File: src/rtl/state_sequencer.sv
//============================================================================
// Module   : state_sequencer
// Purpose  : Instruction stage sequencer. Walks each instruction through
//            FETCH -> WAIT_MEM -> DECODE -> EXECUTE -> [MEMORY] -> WRITEBACK,
//            latches the fetched opcode/operand, counts retired instructions
//            and parks in HALT on the halt opcode (4'hF) until resumed.
// Revision : 1.0 - initial release
//----------------------------------------------------------------------------
// Ports
//   clock                 in   1  sole clock, rising edge
//   state_machine_reset_n in   1  asynchronous active-low reset
//   instr_in              in  16  instruction word, [15:12] opcode, [11:0] operand
//   instr_valid           in   1  instr_in valid (only sampled in WAIT_MEM)
//   stall                 in   1  freezes EXECUTE / MEMORY / WRITEBACK
//   resume                in   1  leaves HALT towards FETCH
//   fetch_req             out  1  one-cycle program memory request
//   state                 out  3  stage code (FETCH=0 .. WRITEBACK=5, HALT=7)
//   opcode                out  4  latched opcode
//   operand               out 12  latched operand
//   halted                out  1  high while in HALT
//   instr_count           out  8  retired instruction count, modulo 256
//   fetch_fault           out  1  sticky fetch timeout (FETCH_TIMEOUT_EN only)
//----------------------------------------------------------------------------
// Build option
//   FETCH_TIMEOUT_EN : when defined, WAIT_MEM gives up after 15 cycles without
//                      instr_valid, sets fetch_fault and enters HALT. When
//                      undefined, WAIT_MEM waits indefinitely and the
//                      fetch_fault port does not exist.
//============================================================================
`default_nettype none

module state_sequencer (
   input  logic        clock,
   input  logic        state_machine_reset_n,
   input  logic [15:0] instr_in,
   input  logic        instr_valid,
   input  logic        stall,
   input  logic        resume,
   output logic        fetch_req,
   output logic [2:0]  state,
   output logic [3:0]  opcode,
   output logic [11:0] operand,
   output logic        halted,
   output logic [7:0]  instr_count
`ifdef FETCH_TIMEOUT_EN
   ,
   output logic        fetch_fault
`endif
);

   typedef enum logic [2:0] {
      ST_FETCH     = 3'd0,
      ST_WAIT_MEM  = 3'd1,
      ST_DECODE    = 3'd2,
      ST_EXECUTE   = 3'd3,
      ST_MEMORY    = 3'd4,
      ST_WRITEBACK = 3'd5,
      ST_HALT      = 3'd7
   } state_t;

   localparam logic [3:0] OP_LOAD  = 4'b0100;
   localparam logic [3:0] OP_STORE = 4'b0101;
   localparam logic [3:0] OP_HALT  = 4'b1111;

   state_t      state_q, state_d;
   logic        fetch_req_q;
   logic        halted_q;
   logic [3:0]  opcode_q;
   logic [11:0] operand_q;
   logic [7:0]  count_q;

`ifdef FETCH_TIMEOUT_EN
   localparam logic [3:0] TMO_LAST = 4'd14;   // 15th idle WAIT_MEM cycle
   logic [3:0]  tmo_q;
   logic        fault_q;
   logic        tmo_hit;

   assign tmo_hit = (state_q == ST_WAIT_MEM) && !instr_valid && (tmo_q == TMO_LAST);
`endif

   // Next-state decode
   always_comb begin
      state_d = state_q;
      case (state_q)
         ST_FETCH:     state_d = ST_WAIT_MEM;
         ST_WAIT_MEM: begin
            if (instr_valid)
               state_d = ST_DECODE;
`ifdef FETCH_TIMEOUT_EN
            else if (tmo_hit)
               state_d = ST_HALT;
`endif
         end
         ST_DECODE:    state_d = (opcode_q == OP_HALT) ? ST_HALT : ST_EXECUTE;
         ST_EXECUTE: begin
            if (!stall)
               state_d = ((opcode_q == OP_LOAD) || (opcode_q == OP_STORE))
                         ? ST_MEMORY : ST_WRITEBACK;
         end
         ST_MEMORY:    if (!stall) state_d = ST_WRITEBACK;
         ST_WRITEBACK: if (!stall) state_d = ST_FETCH;
         ST_HALT:      if (resume) state_d = ST_FETCH;
         default:      state_d = ST_HALT;   // unused code 6 recovers via HALT
      endcase
   end

   always_ff @(posedge clock or negedge state_machine_reset_n) begin
      if (!state_machine_reset_n) begin
         state_q     <= ST_FETCH;
         fetch_req_q <= 1'b0;
         halted_q    <= 1'b0;
         opcode_q    <= 4'd0;
         operand_q   <= 12'd0;
         count_q     <= 8'd0;
`ifdef FETCH_TIMEOUT_EN
         tmo_q       <= 4'd0;
         fault_q     <= 1'b0;
`endif
      end else begin
         state_q     <= state_d;
         // Request goes out on the edge that leaves FETCH, so it is high
         // for exactly the first WAIT_MEM cycle.
         fetch_req_q <= (state_q == ST_FETCH);
         halted_q    <= (state_d == ST_HALT);

         if ((state_q == ST_WAIT_MEM) && instr_valid) begin
            opcode_q  <= instr_in[15:12];
            operand_q <= instr_in[11:0];
         end

         // Retire only when WRITEBACK actually completes (not stalled).
         if ((state_q == ST_WRITEBACK) && !stall)
            count_q <= count_q + 8'd1;

`ifdef FETCH_TIMEOUT_EN
         // Held at zero outside WAIT_MEM, which clears it on entry.
         if (state_q != ST_WAIT_MEM)
            tmo_q <= 4'd0;
         else if (!instr_valid)
            tmo_q <= tmo_q + 4'd1;

         if (tmo_hit)
            fault_q <= 1'b1;
`endif
      end
   end

   assign fetch_req   = fetch_req_q;
   assign state       = state_q;
   assign opcode      = opcode_q;
   assign operand     = operand_q;
   assign halted      = halted_q;
   assign instr_count = count_q;
`ifdef FETCH_TIMEOUT_EN
   assign fetch_fault = fault_q;
`endif

endmodule

`default_nettype wire

File: config.mk
export PLATFORM = sky130hd
export DESIGN_NAME = state_sequencer
export DESIGN_NICKNAME = d
export VERILOG_FILES = /design/src/rtl/state_sequencer.sv
export SDC_FILE = /design/constraint.sdc
export NUM_CORES = 1
export LEC_CHECK = 0
export CORE_ASPECT_RATIO = 0.7
export CORE_MARGIN = 2
export CORE_UTILIZATION = 38
export CTS_CLUSTER_DIAMETER = 150
export DETAILED_ROUTE_END_ITERATION = 12
export PLACE_DENSITY = 0.86
export SLEW_MARGIN = 10
export SYNTH_ARGS = -nofsm -noshare
export SYNTH_HDL_FRONTEND = slang
export SYNTH_SLANG_ARGS = --single-unit
File: constraint.sdc
create_clock -name clock -period 1.6 [get_ports clock]
set_input_delay 0.4 -clock clock [delete_from_list [all_inputs] [get_ports clock]]
set_output_delay 0.4 -clock clock [all_outputs]
set_load 0.02 [all_outputs]
==> flow_summary.ini <==
[sta]
timing_hold_violations_final = 0
max_freq_mhz = 662
worst_clock_skew_ns = 0.00546
setup_viol_count_final = 0
timing.final.crit_period_ns = 1.51
rsz_0062_raised_after_global_routing = no
min_period_over_period_pct = 94.4
final-max-slew-violation-count = 0
maxSlewHeadroom_pct = 76.3
transition_time_of_the_tightest_slew_check_pin_ns = 0.356

[place]
dp_hpwl_um = 1970
port_buffers = 49
postPlaceCellArea_um2 = 1880
gp_congestion = 0.785

[synth]
synth_warn = 0
postSynthRegisterBits = 29
seq_area_frac_synth_pct = 57.1
synth_edf_count = 0
yosys_most_used_dff = dfrtp_1
synth.net_count = 114
postSynth.asyncResetShare_pct = 100
post-synth-top-area-cell = dfrtp_1
yosysTopAreaCellShare_pct = 57.1
syn_inst = 92
synth_area_um2 = 1270
yosys.cell_types.count = 29
avgSynthCellArea_um2 = 13.8
ys_top_cells_by_area = dfrtp_1 (57%), mux2_2 (15%), xnor2_1 (4.1%)

[worst_setup_path]
crit_path_start_kind = primary input
critical_path.max_fanout = 6
timing.rr.start = state[1]
critical-path-top-delay-family = buffers and inverters
worst_ep_arrival_ns = 1.67
r2r_setup_slack_ns = 0.10
worst_ep_required_time_ns = 1.76
critical_path_class = in -> reg
setup.worst_path.end_class = register
critical_path.max_stage_delay_ns = 0.50
critPathLaunch = instr_valid
worst_path_cell_trace = clkdlybuf4s50_1 > nor3b_4 > buf_4 > mux2_2
timing.critical_path.buf_inv = 2
slowest_stage = clkdlybuf4s50_1

[pwr]
seqPwrFrac_pct = 33.7
clockPowerShare_pct = 19.8
cell_internal_power_w = 0.00249
power_w = 0.00389
power.share.combinational_pct = 46.5
power.density_nw_per_um2 = 1970
net-switching-power_w = 0.00140
p_leak_nw = 0.923
power.switching_fraction_pct = 35.9
vdd_ir_drop_max_mv = 0.856

[layout]
fin_nets = 175
antenna_cells_inserted = 0
finalInstanceArea_um2 = 1970
post_route_cells_drive_above_1_share_pct = 26.6
area.growth.synth_to_final_pct = 55.2

[drt]
routedWlPerCell_um = 13.9
wirelength_um = 2680
postRouteAntennaNets = 0
vias_per_cell = 4.96
dr_total_vias = 953
drt_drc_violations_left = 0
firstDrtPassIters = 4
count_of_routing_violations_after_the_opening_detailed_route_iteration = 19

[die]
chipWidth_um = 73.1
core-area_um2 = 3170
area_enclosed_by_the_die_boundary_um2 = 3830
floorplan.io_pins = 50
rows = 17
floorplan.initialDensity_pct = 40.1
dieHeight_um = 52.4

[clocking]
maximum_clock_insertion_buffer_count = 2
cts.root.buffer_cell = clkbuf_8
cts_tree = yes
postCtsSetupRepairBufs = 0
cts.sink_count = 29
cts_resized = 29
numCtsBuffers = 5
clock_latency_ns = 0.28
hold_buffer_count_at_cts = 0
cts-htree-levels = 2
clk_pin_slew_worst_paths_ns = 0.06

[global_routing]
grt_pass1_wl_um = 4520
antenna_found_initial = 0
track_usage_pct = 16.0
pin_count_of_the_biggest_net_entering_global_routing = 30
overflow = 0
vias_in_the_first_global_route = 953

[status]
status = completed

[flow_run]
drv.max_cap_violation_count = 0

[hold_path]
holdCritStartpoint = instr_count[7]
hp-class = reg -> reg
[layout by cell type (no fill, tap or decap), types with 2 or more instances in the layout]
master	netlist	layout
nand3_1	5	5
nand2_1	3	3
a21oi_1	3	3
or2_2	2	2
and4_1	2	2
dfrtp_1	29	28
xnor2_1	6	6
mux2_4	0	10
buf_4	0	9
clkdlybuf4s50_1	0	20
dlygate4sd2_1	0	29
nand4_1	3	3
mux2_2	17	7
clkbuf_8	0	6
[final cells by class]
type	count	area (um2)
clock inverters	1	30.0
multi-input cells	58	547
fillers	243	1200
well taps	38	47.5
flip-flops and latches	29	727
repair buffers	59	533
clock buffers	7	86.3
[Yosys cell counts, types with 2 or more instances]
cell type and n:
a21oi_1 3, and4_1 2, buf_2 3, dfrtp_1 29
mux2_2 17, nand2_1 3, nand3_1 5, nand4_1 3
or2_2 2, xnor2_1 6
[registers in the layout, summed over array words and instances (netlist names)]
signal / cells
fetch_req: 1
halted: 1
instr_count: 8
opcode: 4
operand: 12
state: 3
[final timing paths]
check,endpoint,cells past startpoint
max,opcode[1],4
min,instr_count[7],1
max reg2reg,opcode[1],4
min reg2reg,instr_count[7],1
max in group asynchronous,state[1],2
min in group asynchronous,state[0],2
[layer usage]
metal  up-vias  wire, um  GRT usage, %
li1        459         -             -
met1       451      1270          20.4
met2        38      1150          24.8
met3         5       226          5.96
met4         0        36          6.48
met5         -         0             0
[per-stage QoR]
step | setup WS [ns] | utilization, % | std cells | hold slack, ns | TNS, ns
final | 0.0896 | 62.2 | 192 | 0.467 | 0
after global routing | 0.0133 | 62.2 | 192 | 0.480 | 0
after CTS | 0.0386 | 61.9 | 192 | 0.472 | 0
after detailed placement | -0.255 | 59.3 | 184 | 0.464 | -4.07
after global placement | -0.218 | 59.3 | 184 | 0.460 | -3.69
after floorplan | -0.0719 | - | 92 | 0.104 | -0.719
[power by group through the flow]
stage | Clock, W | Sequential [W] | Combinational (W)
finish | 0.000770 | 0.00131 | 0.00181
global route | 0.000818 | 0.00137 | 0.00195
CTS | 0.000789 | 0.00131 | 0.00182
detailed placement | 0 | 0.00133 | 0.00203
global placement | 0 | 0.00130 | 0.00200
floorplan | 0 | 0.00168 | 0.000780
[cell families after synthesis]
family / count (synthesis) / synth area share (%)
XOR/XNOR: 7 / 4.83
AND/OR/NAND/NOR: 27 / 15.6
AO/OA/AOI/OAI: 6 / 3.15
flip-flops: 29 / 57.1
buffers and inverters: 5 / 3.25
multiplexers: 17 / 15.1
adder cells (fa/ha/maj): 1 / 0.985
No activity file was read; power rests on OpenSTA's default activity.
